## config.mk

```make
export PLATFORM = sky130hd
export DESIGN_NAME = sie_rx_line_monitor_flat
export DESIGN_NICKNAME = d
export VERILOG_FILES = /design/src/rtl/sie_rx_line_monitor_if.sv /design/src/rtl/sie_rx_line_monitor.sv /design/src/flat_wrapper.sv
export SDC_FILE = /design/constraint.sdc
export NUM_CORES = 1
export LEC_CHECK = 0
export ABC_AREA = 1
export ABC_CLOCK_PERIOD_IN_PS = 2100
export BUFFER_PORTS_ARGS = -buffer_cell sky130_fd_sc_hd__clkbuf_2
export CORE_MARGIN = 2
export CORE_UTILIZATION = 60
export CTS_CLUSTER_SIZE = 40
export DETAILED_ROUTE_END_ITERATION = 10
export PLACE_DENSITY = 0.8
export SLEW_MARGIN = 20
export SYNTH_ARGS = -nofsm -noshare
export SYNTH_HDL_FRONTEND = slang
export SYNTH_SLANG_ARGS = --single-unit
```

## constraint.sdc

```tcl
create_clock -name clk -period 2.1 [get_ports clk]
set_input_delay 0.105 -clock clk [delete_from_list [all_inputs] [get_ports clk]]
set_output_delay 0.105 -clock clk [all_outputs]
set_load 0.01 [all_outputs]
```

## src/rtl/sie_rx_line_monitor_if.sv

```systemverilog
// rtl/sie_rx_line_monitor_if.sv - sample-in and forward-out handshake bundle for the SIE receive line monitor
interface sie_rx_line_monitor_if;
    logic [1:0] RxWireDataIn;
    logic       RxWireDataWEn;
    logic       SIERxRdyOut;
    logic       processRxBitRdyIn;
    logic       processRxBitsWEn;
    logic [1:0] RxBitsOut;

    modport master (
        output RxWireDataIn, RxWireDataWEn, processRxBitRdyIn,
        input  SIERxRdyOut, processRxBitsWEn, RxBitsOut
    );

    modport slave (
        input  RxWireDataIn, RxWireDataWEn, processRxBitRdyIn,
        output SIERxRdyOut, processRxBitsWEn, RxBitsOut
    );
endinterface

```

## src/rtl/sie_rx_line_monitor.sv

```systemverilog
// rtl/sie_rx_line_monitor.sv - SIE receive line monitor: connect/disconnect debounce, resume detect, sample forwarding
module sie_rx_line_monitor #(
    parameter int                 CNT_W           = 8,
    parameter logic [CNT_W-1:0]   CONNECT_WAIT    = 8'd100,
    parameter logic [CNT_W-1:0]   DISCONNECT_WAIT = 8'd100,
    parameter logic [CNT_W-1:0]   RESUME_WAIT     = 8'd20,
    parameter bit                 EARLY_RDY       = 1'b0
) (
    input  logic                  clk,
    input  logic                  rst,
    sie_rx_line_monitor_if.slave  bus,
    output logic [1:0]            connectState,
    output logic                  connectEventOut,
    output logic                  disconnectEventOut,
    output logic                  resumeDetectOut,
    input  logic                  forceDisconnectIn
);

    typedef enum logic [2:0] {
        DISCONNECT, WAIT_FS_CONN, WAIT_LS_CONN, CONN_FS, CONN_LS, WAIT_FS_DISC, WAIT_LS_DISC
    } link_t;

    typedef enum logic [1:0] {WAIT_BIT, CHK, FWD_WAIT, FWD} ctrl_t;

    localparam logic [CNT_W-1:0] CNT_ONE = CNT_W'(1);
    localparam logic [CNT_W-1:0] CNT_MAX = '1;

    link_t            link;
    ctrl_t            ctrl;
    logic [1:0]       sample;
    logic [CNT_W-1:0] count;
    logic [CNT_W-1:0] resumeCount;
    logic [CNT_W-1:0] cntInc;
    logic [CNT_W-1:0] resInc;
    logic             fsSide;
    logic             forwarding;
    logic [1:0]       jSym;
    logic [1:0]       kSym;
    link_t            connLink;
    link_t            discLink;

    assign cntInc = (count == CNT_MAX) ? count : count + CNT_ONE;
    assign resInc = (resumeCount == CNT_MAX) ? resumeCount : resumeCount + CNT_ONE;

    // FS and LS differ only in which line state is J; everything else is shared.
    assign fsSide     = (link == WAIT_FS_CONN) || (link == CONN_FS) || (link == WAIT_FS_DISC);
    assign jSym       = fsSide ? 2'b10 : 2'b01;
    assign kSym       = fsSide ? 2'b01 : 2'b10;
    assign connLink   = fsSide ? CONN_FS : CONN_LS;
    assign discLink   = fsSide ? WAIT_FS_DISC : WAIT_LS_DISC;
    assign forwarding = (link == CONN_FS) || (link == CONN_LS) ||
                        (link == WAIT_FS_DISC) || (link == WAIT_LS_DISC);

    always_ff @(posedge clk or posedge rst) begin
        if (rst) begin
            link                 <= DISCONNECT;
            ctrl                 <= WAIT_BIT;
            sample               <= 2'b00;
            count                <= '0;
            resumeCount          <= '0;
            connectState         <= 2'b00;
            connectEventOut      <= 1'b0;
            disconnectEventOut   <= 1'b0;
            resumeDetectOut      <= 1'b0;
            bus.SIERxRdyOut      <= 1'b1;
            bus.processRxBitsWEn <= 1'b0;
            bus.RxBitsOut        <= 2'b00;
        end else begin
            connectEventOut    <= 1'b0;
            disconnectEventOut <= 1'b0;
            resumeDetectOut    <= 1'b0;
            if (forceDisconnectIn) begin
                link                 <= DISCONNECT;
                ctrl                 <= WAIT_BIT;
                count                <= '0;
                resumeCount          <= '0;
                connectState         <= 2'b00;
                disconnectEventOut   <= (connectState != 2'b00);
                bus.SIERxRdyOut      <= 1'b1;
                bus.processRxBitsWEn <= 1'b0;
            end else begin
                case (ctrl)
                    WAIT_BIT: begin
                        if (bus.RxWireDataWEn && bus.SIERxRdyOut) begin
                            sample          <= bus.RxWireDataIn;
                            bus.SIERxRdyOut <= 1'b0;
                            ctrl            <= CHK;
                        end
                    end
                    CHK: begin
                        case (link)
                            DISCONNECT: begin
                                if (sample == 2'b10 || sample == 2'b01) begin
                                    if (CONNECT_WAIT <= CNT_ONE) begin
                                        link            <= (sample == 2'b10) ? CONN_FS : CONN_LS;
                                        connectState    <= sample;
                                        connectEventOut <= 1'b1;
                                        count           <= '0;
                                    end else begin
                                        link  <= (sample == 2'b10) ? WAIT_FS_CONN : WAIT_LS_CONN;
                                        count <= CNT_ONE;
                                    end
                                end
                            end
                            WAIT_FS_CONN, WAIT_LS_CONN: begin
                                if (sample == jSym) begin
                                    if (cntInc >= CONNECT_WAIT) begin
                                        link            <= connLink;
                                        connectState    <= jSym;
                                        connectEventOut <= 1'b1;
                                        count           <= '0;
                                    end else begin
                                        count <= cntInc;
                                    end
                                end else begin
                                    link  <= DISCONNECT;
                                    count <= '0;
                                end
                            end
                            CONN_FS, CONN_LS: begin
                                if (sample == 2'b00) begin
                                    resumeCount <= '0;
                                    if (DISCONNECT_WAIT <= CNT_ONE) begin
                                        link               <= DISCONNECT;
                                        connectState       <= 2'b00;
                                        disconnectEventOut <= 1'b1;
                                        count              <= '0;
                                    end else begin
                                        link  <= discLink;
                                        count <= CNT_ONE;
                                    end
                                end else if (sample == kSym) begin
                                    // Stop at the threshold so a long K run reports once.
                                    if (resumeCount < RESUME_WAIT) begin
                                        resumeCount <= resInc;
                                        if (resInc == RESUME_WAIT) resumeDetectOut <= 1'b1;
                                    end
                                end else begin
                                    resumeCount <= '0;
                                end
                            end
                            WAIT_FS_DISC, WAIT_LS_DISC: begin
                                if (sample == 2'b00) begin
                                    if (cntInc >= DISCONNECT_WAIT) begin
                                        link               <= DISCONNECT;
                                        connectState       <= 2'b00;
                                        disconnectEventOut <= 1'b1;
                                        count              <= '0;
                                    end else begin
                                        count <= cntInc;
                                    end
                                end else begin
                                    link  <= connLink;
                                    count <= '0;
                                end
                            end
                            default: begin
                                link  <= DISCONNECT;
                                count <= '0;
                            end
                        endcase
                        // Forwarding follows the link state the sample arrived in.
                        if (forwarding) begin
                            ctrl <= FWD_WAIT;
                        end else begin
                            bus.SIERxRdyOut <= 1'b1;
                            ctrl            <= WAIT_BIT;
                        end
                    end
                    FWD_WAIT: begin
                        if (bus.processRxBitRdyIn) begin
                            bus.RxBitsOut        <= sample;
                            bus.processRxBitsWEn <= 1'b1;
                            if (EARLY_RDY) bus.SIERxRdyOut <= 1'b1;
                            ctrl <= FWD;
                        end
                    end
                    FWD: begin
                        bus.processRxBitsWEn <= 1'b0;
                        // With early ready a strobe may land here and must not be lost.
                        if (EARLY_RDY && bus.RxWireDataWEn && bus.SIERxRdyOut) begin
                            sample          <= bus.RxWireDataIn;
                            bus.SIERxRdyOut <= 1'b0;
                            ctrl            <= CHK;
                        end else begin
                            bus.SIERxRdyOut <= 1'b1;
                            ctrl            <= WAIT_BIT;
                        end
                    end
                    default: begin
                        bus.SIERxRdyOut <= 1'b1;
                        ctrl            <= WAIT_BIT;
                    end
                endcase
            end
        end
    end

endmodule

```

## src/flat_wrapper.sv

```systemverilog
// flat-port wrapper written by rule: the top's interface ports become plain ports
module sie_rx_line_monitor_flat 
#(
    parameter int                 CNT_W           = 8,
    parameter logic [CNT_W-1:0]   CONNECT_WAIT    = 8'd100,
    parameter logic [CNT_W-1:0]   DISCONNECT_WAIT = 8'd100,
    parameter logic [CNT_W-1:0]   RESUME_WAIT     = 8'd20,
    parameter bit                 EARLY_RDY       = 1'b0
)
  (clk, rst, connectState, connectEventOut, disconnectEventOut, resumeDetectOut, forceDisconnectIn, bus_RxWireDataIn, bus_RxWireDataWEn, bus_processRxBitRdyIn, bus_SIERxRdyOut, bus_processRxBitsWEn, bus_RxBitsOut);
  sie_rx_line_monitor_if bus_i ();
  input  logic clk;
  input  logic rst;
  output logic [1:0] connectState;
  output logic connectEventOut;
  output logic disconnectEventOut;
  output logic resumeDetectOut;
  input  logic forceDisconnectIn;
  input wire logic [$bits(bus_i.RxWireDataIn)-1:0] bus_RxWireDataIn;
  input wire logic [$bits(bus_i.RxWireDataWEn)-1:0] bus_RxWireDataWEn;
  input wire logic [$bits(bus_i.processRxBitRdyIn)-1:0] bus_processRxBitRdyIn;
  output wire logic [$bits(bus_i.SIERxRdyOut)-1:0] bus_SIERxRdyOut;
  output wire logic [$bits(bus_i.processRxBitsWEn)-1:0] bus_processRxBitsWEn;
  output wire logic [$bits(bus_i.RxBitsOut)-1:0] bus_RxBitsOut;
  assign bus_i.RxWireDataIn = bus_RxWireDataIn;
  assign bus_i.RxWireDataWEn = bus_RxWireDataWEn;
  assign bus_i.processRxBitRdyIn = bus_processRxBitRdyIn;
  assign bus_SIERxRdyOut = bus_i.SIERxRdyOut;
  assign bus_processRxBitsWEn = bus_i.processRxBitsWEn;
  assign bus_RxBitsOut = bus_i.RxBitsOut;
  sie_rx_line_monitor #(.CNT_W(CNT_W), .CONNECT_WAIT(CONNECT_WAIT), .DISCONNECT_WAIT(DISCONNECT_WAIT), .RESUME_WAIT(RESUME_WAIT), .EARLY_RDY(EARLY_RDY)) u_core (.clk(clk), .rst(rst), .bus(bus_i), .connectState(connectState), .connectEventOut(connectEventOut), .disconnectEventOut(disconnectEventOut), .resumeDetectOut(resumeDetectOut), .forceDisconnectIn(forceDisconnectIn));
endmodule
```

==> flow_summary_export.csv <==
group,metric,value,unit
pwr,ir_drop,0.428,mV
yosys,synthXorXnorAreaFrac,4.82,%
sta,timing.hold.ws,0.00246,ns
yosys,synth_top_family_by_area,"simple AND/OR/NAND/NOR gates",
clock_network,clockBufferDepth,2,
grt,grt_pass1_wl,7380,µm
pwr,power.density,568,nW/µm²
sta,worst_pin_slew,0.412,ns
yosys,synthSimpleGateAreaFrac,36.2,%
clock_network,cts_tree,"built",
hold_path,hold_class,"primary input to register",
clock_network,cts_num_sinks,32,
yosys,syn_nets,275,
cells_and_area,layout.nets,297,
detailed_routing,vias_per_cell,5.32,
worst_setup_path,crit_arrival,2.19,ns
placement,io_buffer_count,15,
pwr,p_leak,1.14,nW
worst_setup_path,start_kind,"register",
clock_network,cts.clk_slew.worst_paths,0.10,ns
sta,period_needed,1.90,ns
placement,dp_slack,0.196,ns
die,die_area,4040,µm²
sta,grt_setup_unrepaired,"no",
detailed_routing,wire_per_inst,12.4,µm
sta,tns,0,ns
sta,finalHoldViolations,0,
sta,fmax,527,MHz
cells_and_area,postLayoutCoreUtil,69.4,%
detailed_routing,drc,0,
clock_network,cts_made_buffers,5,
status,status,"complete, no violations",
sta,relSlewSlack,72.5,%
clock_network,post_cts_buffers,0,
yosys,yosys.area_share.adder,2.35,%
cells_and_area,area_growth,9.57,%
yosys,yosysWarningCount,0,
sta,fin_crit_sh,90.4,%
detailed_routing,drtAntennaViolNets,0,
detailed_routing,vias,1772,
die,start_util,63.4,%
pwr,p_total,0.00133,W
yosys,ys_types,44,
grt,grt_pass1_vias,1692,
sta,final_max_slew_viol_count,0,
detailed_routing,finalWirelength,4120,µm
sta,finClkSkew,0.0148,ns
job,max_cap_viol_count,0,
die,core_area,3360,µm²
cells_and_area,layout-drive-gt1-share,24.0,%
grt,grt_max_degree,33,
detailed_routing,first_iter_violations,151,
worst_setup_path,path_max_fanout,7,
grt,grt_antenna_before_repair,0,
sta,setup_viol,0,
clock_network,htreeDepth,2,
cells_and_area,antenna_cells,0,
grt,grt-ovfl-total,0,
clock_network,clk_latency,0.35,ns
die,die_w,63.6,µm
yosys,ys_ff_latch,32,
yosys,synth_compound_area_share,11.6,%
grt,grt_usage,23.4,%
yosys,synthMuxAreaShare,0,%
yosys,syn_inst,264,
die,io_pins,16,
die,die_h,63.6,µm
clock_network,cts_root_buf,"clkbuf_4",
worst_setup_path,critPathKind,"register to register",
worst_setup_path,end_kind,"register",
worst_setup_path,crit_required,2.39,ns
yosys,syn_area,2130,µm²
placement,gp_congestion,0.865,
die,num_rows,21,
sta,setup_ws,0.201,ns
placement,hpwl,3080,µm
yosys,synth_seq_area_share,37.6,%
detailed_routing,first_pass_iters,4,
yosys,syn_avg_cell_area,8.07,µm²
[final cells by class]
type	count	area [µm²]
sequential	32	802
tap	46	57.6
clock buffer	8	68.8
timing repair buffer	19	110
fill	279	1030
inverter	31	121
multi-input combinational	197	1170
[what timing repair did]
item	in CTS	in global routing
resized for setup	0	1
endpoints found under the hold margin	32	0
hold buffers	2	0
endpoints found under the setup margin	0	5
[synth_stat cells, drive strengths merged]
cell type	n	area (µm²)
o2111ai	1	8.76
a31o	1	8.76
nand2	76	335
xnor2	3	26.3
o311ai	1	8.76
and2	2	15.0
or2	1	8.76
nor3	4	30.0
dfstp	1	26.3
buf	2	26.3
o21bai	3	22.5
o21ai	12	82.6
inv	31	121
a211oi	2	27.5
nand4	8	50.1
nor2	31	156
o22ai	2	25.0
clkbuf	2	8.75
a21oi	8	55.1
ha	4	50.1
and3	1	6.26
dfrtp	31	776
xor2	7	76.3
nand3	28	150
nand3b	1	20.0
a221oi	1	8.76
[kinds of logic (layout without fill, tap and decap cells)]
| logic type | count (synthesis) | count (layout) |
|---|---|---|
| simple gates | 152 | 152 |
| fa+ha+maj | 4 | 4 |
| buf+inv | 35 | 58 |
| flops | 32 | 32 |
| xor+xnor | 10 | 10 |
| compound gates | 31 | 31 |
[placed cells by master (no fill, tap or decap), types with 3 or more instances in the layout]
| master | netlist | final |
|---|---|---|
| inv_1 | 28 | 28 |
| o21ai_0 | 4 | 4 |
| nand2_2 | 8 | 8 |
| nand4_1 | 8 | 8 |
| clkbuf_4 | 0 | 5 |
| xor2_1 | 5 | 5 |
| nor2_1 | 21 | 20 |
| dfrtp_1 | 31 | 31 |
| nor2_2 | 7 | 8 |
| o21ai_1 | 4 | 4 |
| nor2_4 | 3 | 3 |
| nand2_4 | 4 | 4 |
| a21oi_1 | 6 | 6 |
| ha_1 | 4 | 4 |
| nand2_1 | 64 | 64 |
| clkbuf_2 | 1 | 15 |
| nand3_1 | 26 | 26 |
| o21ai_2 | 3 | 3 |
| o21bai_1 | 3 | 3 |
| xnor2_1 | 3 | 3 |
[layer usage]
metal	share of wire, %	GRT usage, %	up-vias
met5	0	0	-
met4	0.87	7.88	0
met3	3.9	5.89	4
met2	48	39.3	32
met1	47	29.2	831
li1	-	-	905
[worst max-delay path, stage by stage, from the launching register on]
cell and delay (ns):
dfrtp_1 0.45, ha_1 0.26, nand2_2 0.12, nor2_2 0.05, nand2_2 0.13, nand2_1 0.08
nor2_2 0.14, nor2_2 0.05, nand2_2 0.10, nand2_2 0.08, nor2_4 0.14, nand2_1 0.08
nand2_1 0.06, nand2_1 0.04, nand2_1 0.07
[power by group]
group	internal (W)	switching (W)	total [W]
clock network	0.000197	0.000212	0.000409
logic	0.0000912	0.000160	0.000251
registers	0.000643	0.0000225	0.000665
total	0.000931	0.000395	0.00133
[through the flow]
stage	instance area (µm²)	cells
after floorplan	2130	264
after CTS	2330	333
after detailed placement	2240	323
final	2330	333
after global routing	2330	333
after global placement	2240	323
[flip-flops by register name, indices dropped and copies added, names as in the netlist]
signal	count
u_core.count	8
u_core.resumeCount	8
u_core.link	3
u_core.bus.RxBitsOut	2
u_core.connectState	2
u_core.ctrl	2
u_core.sample	2
u_core.bus.SIERxRdyOut	1
u_core.bus.processRxBitsWEn	1
u_core.connectEventOut	1
u_core.disconnectEventOut	1
u_core.resumeDetectOut	1
[path summary, 6_finish.rpt]
path	startpoint	end	slack (ns)	depth (start not counted)
max in group asynchronous	rst	u_core.bus.SIERxRdyOut$_DFFE_PP1P_	1.39	4
min	bus_RxWireDataIn[0]	u_core.sample[0]$_DFFE_PP0P_	0.002	3
max reg2reg	u_core.count[0]$_DFFE_PP0P_	u_core.count[0]$_DFFE_PP0P_	0.20	14
min in group asynchronous	rst	u_core.resumeCount[7]$_DFFE_PP0P_	0.36	4
max	u_core.count[0]$_DFFE_PP0P_	u_core.count[0]$_DFFE_PP0P_	0.20	14
min reg2reg	u_core.bus.SIERxRdyOut$_DFFE_PP1P_	u_core.bus.SIERxRdyOut$_DFFE_PP1P_	0.49	2
Power figures use the tool's default switching activity.
